`src/rtl/irq_pending_ctrl.sv`:
```
// Interrupt pending stage: synchronizes raw lines, detects edges or follows levels,
// keeps per-line pending/overflow state and drives the masked vector to the arbiter.
module irq_pending_ctrl #(
   parameter  int NUM_INT_PORTS = 8,
   parameter  int SYNC_STAGES   = 2,
   localparam int ID_W          = $clog2(NUM_INT_PORTS)
) (
   input  logic                     CLK,
   input  logic                     RST,
   input  logic [NUM_INT_PORTS-1:0] IRQ_RAW,
   input  logic [NUM_INT_PORTS-1:0] IRQ_EDGE,
   input  logic [NUM_INT_PORTS-1:0] IRQ_MASK,
   input  logic                     ACK_VLD,
   input  logic [ID_W-1:0]          ACK_ID,
   input  logic                     OVF_CLR,
   output logic [NUM_INT_PORTS-1:0] IRQ,
   output logic [NUM_INT_PORTS-1:0] PEND,
   output logic [NUM_INT_PORTS-1:0] OVF
);

   logic [SYNC_STAGES-1:0][NUM_INT_PORTS-1:0] sync_q;
   logic [NUM_INT_PORTS-1:0] sync_s;
   logic [NUM_INT_PORTS-1:0] hist_q;
   logic [NUM_INT_PORTS-1:0] edge_q;
   logic [NUM_INT_PORTS-1:0] pend_q;
   logic [NUM_INT_PORTS-1:0] ovf_q;
   logic [NUM_INT_PORTS-1:0] rise;
   logic [NUM_INT_PORTS-1:0] mode_chg;
   logic [NUM_INT_PORTS-1:0] ack_hit;
   logic [NUM_INT_PORTS-1:0] pend_d;
   logic [NUM_INT_PORTS-1:0] ovf_d;
   logic [ID_W:0]            ack_ext;
   logic                     ack_ok;

   assign sync_s   = sync_q[SYNC_STAGES-1];
   assign rise     = sync_s & ~hist_q;
   assign mode_chg = edge_q ^ IRQ_EDGE;
   assign ack_ext  = {1'b0, ACK_ID};
   assign ack_ok   = ACK_VLD && (ack_ext < (ID_W+1)'(NUM_INT_PORTS));

   always_comb begin
      ack_hit = '0;
      pend_d  = '0;
      ovf_d   = '0;
      for (int i = 0; i < NUM_INT_PORTS; i++) begin
         ack_hit[i] = ack_ok && (ACK_ID == ID_W'(i));
         if (mode_chg[i]) begin
            // mode switch flushes the line; the new mode takes effect a cycle later
            pend_d[i] = 1'b0;
            ovf_d[i]  = 1'b0;
         end else if (edge_q[i]) begin
            pend_d[i] = rise[i] | (pend_q[i] & ~ack_hit[i]);
            ovf_d[i]  = (ovf_q[i] & ~OVF_CLR) | (rise[i] & pend_q[i] & ~ack_hit[i]);
         end else begin
            pend_d[i] = sync_s[i];
            ovf_d[i]  = ovf_q[i] & ~OVF_CLR;
         end
      end
   end

   always_ff @(posedge CLK or posedge RST) begin
      if (RST) begin
         sync_q <= '0;
         hist_q <= '0;
         edge_q <= '0;
         pend_q <= '0;
         ovf_q  <= '0;
      end else begin
         sync_q <= {sync_q[SYNC_STAGES-2:0], IRQ_RAW};
         hist_q <= sync_s;
         edge_q <= IRQ_EDGE;
         pend_q <= pend_d;
         ovf_q  <= ovf_d;
      end
   end

   assign PEND = pend_q;
   assign OVF  = ovf_q;
   assign IRQ  = pend_q & ~IRQ_MASK;

endmodule

```
`config.mk`:
```
export PLATFORM = sky130hd
export DESIGN_NAME = irq_pending_ctrl
export DESIGN_NICKNAME = d
export VERILOG_FILES = /design/src/rtl/irq_pending_ctrl.sv
export SDC_FILE = /design/constraint.sdc
export NUM_CORES = 1
export LEC_CHECK = 0
export CAP_MARGIN = 15
export CORE_UTILIZATION = 55
export DETAILED_ROUTE_END_ITERATION = 8
export DONT_BUFFER_PORTS = 1
export GPL_TIMING_DRIVEN = 0
export MAX_ROUTING_LAYER = met4
export PLACE_DENSITY_LB_ADDON = 0.12
export SYNTH_ARGS = -nofsm -noshare
export SYNTH_HDL_FRONTEND = slang
export SYNTH_SLANG_ARGS = --single-unit
```
`constraint.sdc`:
```
create_clock -name CLK -period 2 [get_ports CLK]
set_input_delay 0.4 -clock CLK [delete_from_list [all_inputs] [get_ports CLK]]
set_output_delay 0.4 -clock CLK [all_outputs]
set_load 0.02 [all_outputs]
```
# Word level (Yosys, flattened, before mapping)
# Cells that the tools add are included.
[word_totals] ff_bits=48 inputBits=31 elab_cells=118
[op_classes] n_lt_le_gt_ge=1 n_eq_ne=7 n_mux=32 bitwise_logic=62 reduce_logical=10
[ops] cell="1-bit AND" n=32
[ops] cell="1-bit 2-to-1 mux" n=32
[ops] cell="8-bit AND" n=2
[ops] cell="8-bit inverter" n=2
[ops] cell="1-bit OR" n=16
[ops] cell="3-bit == test (second input constant)" n=4
[ops] cell="1-bit logical AND" n=9
[ops] cell="1-bit inverter" n=9
[ops] cell="8-bit bitwise XOR" n=1
[ops] cell="3-bit by 2-bit == test with 1-bit output (second input constant)" n=2
[ops] cell="3-bit by 4-bit < comparator with 1-bit output (second input constant)" n=1
[ops] cell="3-bit by 1-bit == test with 1-bit output (second input constant)" n=1
[ops] cell="3-bit logical NOT" n=1

# Logic depth before layout (Yosys ltp)
[logic_depth] ltp_word=8 depth_mapped=3

# Least setup slack after synthesis
# Ideal clock, no wire load.
[synth_timing] kind="flip-flop to output port" start="register pend_q[7], in the netlist PEND[7]" end="output IRQ[7]" t_arrival_ns=0.831 required_ns=1.600 setup_slack_ns=0.769 stages_incl_launch_ff=2 path_buffers=0 cell_sequence="dfrtp_1 -> nor2b_1"
[synth_between] elab_chain_len=1
[synth_lines] item="start, declared" line_no="25" source="logic [NUM_INT_PORTS-1:0] pend_q;"
[synth_lines] item="start signal, assigned" line_no="72" source="pend_q <= pend_d;"
[synth_lines] item="8-bit AND" line_no="79" source="assign IRQ = pend_q & ~IRQ_MASK;"
[synth_lines] item="end, declared" line_no="16" source="output logic [NUM_INT_PORTS-1:0] IRQ,"
# Every way passes these cells.

# Worst setup path in the final report
[layout_timing] start="register pend_q[6], in the netlist PEND[6]" end="output IRQ[6]"
# The elaborated chain is that of the path after synthesis.

==> impl_metrics.csv <==
group,metric,value,unit
power,p_switching,399,uW
floorplanning,num_rows,20,
flow_run,drv_cap,0,
detailed_routing,wirelength,2870,um
sta,finalHoldViolCount,0,
sta,finalSetupViolations,0,
power,ir_drop,0.460,mV
power,power.total,1.62,mW
power,p_int,1.23,mW
logic_synthesis,synthTopCellsByCount,"48 x dfrtp_1, 22 x o21ai_0, 15 x nand2_1",
logic_synthesis,synth_edf_count,0,
logic_synthesis,synth.distinct_cells,22,
grt,grt_overflow,0,
logic_synthesis,synth_area_leader_cell,"dfrtp_1",
grt,grtUsageTotal,0.199,
grt,grt_pass1_wl,4630,um
clocking,cts_root_buf,"clkbuf_4",
setup_path,worst_path_max_delay_cell,"dfrtp_1",
logic_synthesis,yosysMostFrequentCell,"dfrtp_1",
power,leakage,0.819,nW
clocking,cts_tree,"yes",
power,clkPwrFrac,0.283,
clocking,clkLatencyLatePin,0.37,ns
detailed_routing,via_per_inst,5.37,
grt,grt_max_degree,29,
clocking,cts-htree-levels,2,
placed_design,hpwlAfterDp,2110,um
setup_path,endpoint_kind,"output pin",
detailed_routing,drc_errors,0,
floorplanning,die_h,58.3,um
detailed_routing,drt_first_pass_iters,4,
setup_path,worstPathCellList,"nor2b_1",
logic_synthesis,avgSynthCellArea,12.4,um2
grt,antenna_found_initial,0,
setup_path,crit_path_start_kind,"flop",
grt,grt_pass1_vias,1063,
setup_path,worstPathMaxFanout,3,
floorplanning,dieArea,0.00340,mm2
placed_design,portBuffers,0,
logic_synthesis,ys_warn_count,0,
logic_synthesis,synthFlopType,"dfrtp_1",
sta,drv_slew,0,
setup_path,endpoint,"IRQ[6]",
finish,area_growth,8.40,%
logic_synthesis,yosys.area.top_type_share,0.689,
sta,worst_pin_slew,0.443,ns
sta,whs,0.0384,ns
logic_synthesis,synth-seq-cells,48,
setup_path,startpoint,"PEND[6]",
sta,fin_crit_sh,0.863,
sta,fin_crit,1.73,ns
clocking,cts.clk_slew.worst_paths,0.14,ns
setup_path,path_class,"flop to output pin",
clocking,cts_buffers,5,
setup_path,cp.depth,1,
sta,fin_ws,0.273,ns
outcome,status,"completed",
setup_path,r2r_cells,3,
power,power_frac_comb,0.061,
setup_path,reg2reg_slack,1.01,ns
logic_synthesis,synthCells,141,
placed_design,pre_cts_slack,0.695,ns
sta,skew,0.0133,ns
min_path,hp-class,"input port to flop",
power,power_density,860,mW/mm2
power,p_seq_frac,0.656,
logic_synthesis,synth_nets,172,
sta,setup-tns-final,0,ns
setup_path,cp_top_family,"flip-flops",
finish,antenna_cells,0,
sta,relSlewSlack,0.704,
logic_synthesis,async_flop_share,1.00,
setup_path,cp.buffers_inverters,0,
logic_synthesis,syn_area,0.00174,mm2
floorplanning,top_level_ports,55,
finish,final_util,0.624,
finish,stdcell_count,195,
detailed_routing,drt_iter0_drc,25,
finish,layout-drive-gt1-share,0.0728,
floorplanning,initial_core_util,0.576,
clocking,cts_buffer_depth,2,
placed_design,place.gp.congestion,0.818,
power,p_sw_frac,0.246,
setup_path,timing.rr.end,"OVF[2]",
placed_design,dp.cells,186,
detailed_routing,vias,1047,
logic_synthesis,netlist_top_cells_area,"dfrtp_1 69%, o21ai_0 6.3%, nor2b_1 4.7%",
sta,rsz0062_at_grt,"false",
detailed_routing,wl_per_cell,14.7,um
setup_path,r2r_start,"edge_q[2]",
setup_path,slowest_delay,0.56,ns
placed_design,placed_area,0.00182,mm2
finish,finalInstanceArea,0.00189,mm2
setup_path,critPathRequiredTime,1.60,ns
logic_synthesis,synth-seq-area-share,0.689,
clocking,post_cts_resized,0,
floorplanning,core,0.00303,mm2
sta,max_freq,579,MHz
setup_path,critPathArrivalTime,1.33,ns
detailed_routing,detail-route-antenna-nets,0,
finish,nNetsFinal,181,
floorplanning,dieWidth,58.3,um
clocking,clock_sinks,48,
## flip-flops by register name, indices dropped and copies added (netlist names)
name / count
OVF: 8
PEND: 8
edge_q: 8
hist_q: 8
sync_q: 8
sync_s: 8
## cells in the final DEF, fill, tap and decap left out, types with 2 or more instances in the layout
cell / synthesis / routed
and2_1: 2 / 2
o31ai_1: 2 / 2
nand2b_1: 5 / 5
dfrtp_1: 48 / 48
nor2b_1: 13 / 13
o21ai_0: 22 / 22
inv_1: 4 / 3
o32ai_1: 3 / 3
clkbuf_4: 0 / 5
nand2_1: 15 / 15
xnor2_1: 3 / 3
and3b_1: 5 / 5
clkinv_2: 0 / 2
nor2_1: 6 / 6
nand3b_1: 4 / 4
## power groups by stage
stage	Sequential [mW]	Combinational, mW	Clock [mW]
global placement	1.08	0.0909	0
global route	1.07	0.114	0.515
detailed placement	1.09	0.0998	0
floorplan	1.08	0.0807	0
CTS	1.07	0.102	0.484
finish	1.07	0.0995	0.460
## cell type report
type	count	area, um2
Sequential cell	48	1200
Inverter	4	15.0
Clock inverter	2	10.0
Multi-Input combinational cell	89	527
Timing Repair Buffer	2	30.0
Tap cell	44	55.1
Fill cell	246	1140
Clock buffer	6	51.3
## timing repair
| action | CTS | global route |
|---|---|---|
| hold buffers | 1 | 0 |
| setup endpoints to repair | 0 | 0 |
| buffers inserted | 0 | 0 |
| hold endpoints to repair | 20 | 0 |
## worst min-delay path by stage
stage | start | endpoint | slack [ns] | cells after the start
floorplan | sync_q[0] | sync_s[0] | 0.33 | 0
global placement | sync_q[3] | sync_s[3] | 0.33 | 0
detailed placement | RST | sync_q[0] | 0.31 | 1
CTS | IRQ_RAW[1] | sync_q[1] | 0.02 | 0
global route | IRQ_RAW[1] | sync_q[1] | 0.01 | 0
finish | IRQ_EDGE[4] | edge_q[4] | 0.04 | 0
## layer usage
layer | vias up | wire length [um] | GRT usage
li1 | 500 | - | -
met5 | - | 0 | -
met3 | 11 | 169 | 0.0659
met4 | 0 | 103 | 0.143
met2 | 35 | 1450 | 0.320
met1 | 501 | 1150 | 0.203
## cells by family (layout without fill, tap and decap cells)
| logic type | after synthesis | in the layout | synth area share |
|---|---|---|---|
| AO/OA/AOI/OAI | 32 | 32 | 0.113 |
| XOR/XNOR | 3 | 3 | 0.0151 |
| buffers and inverters | 4 | 14 | 0.00861 |
| flip-flops | 48 | 48 | 0.689 |
| AND/OR/NAND/NOR | 54 | 54 | 0.174 |
No activity file was read; power rests on OpenSTA's default activity.
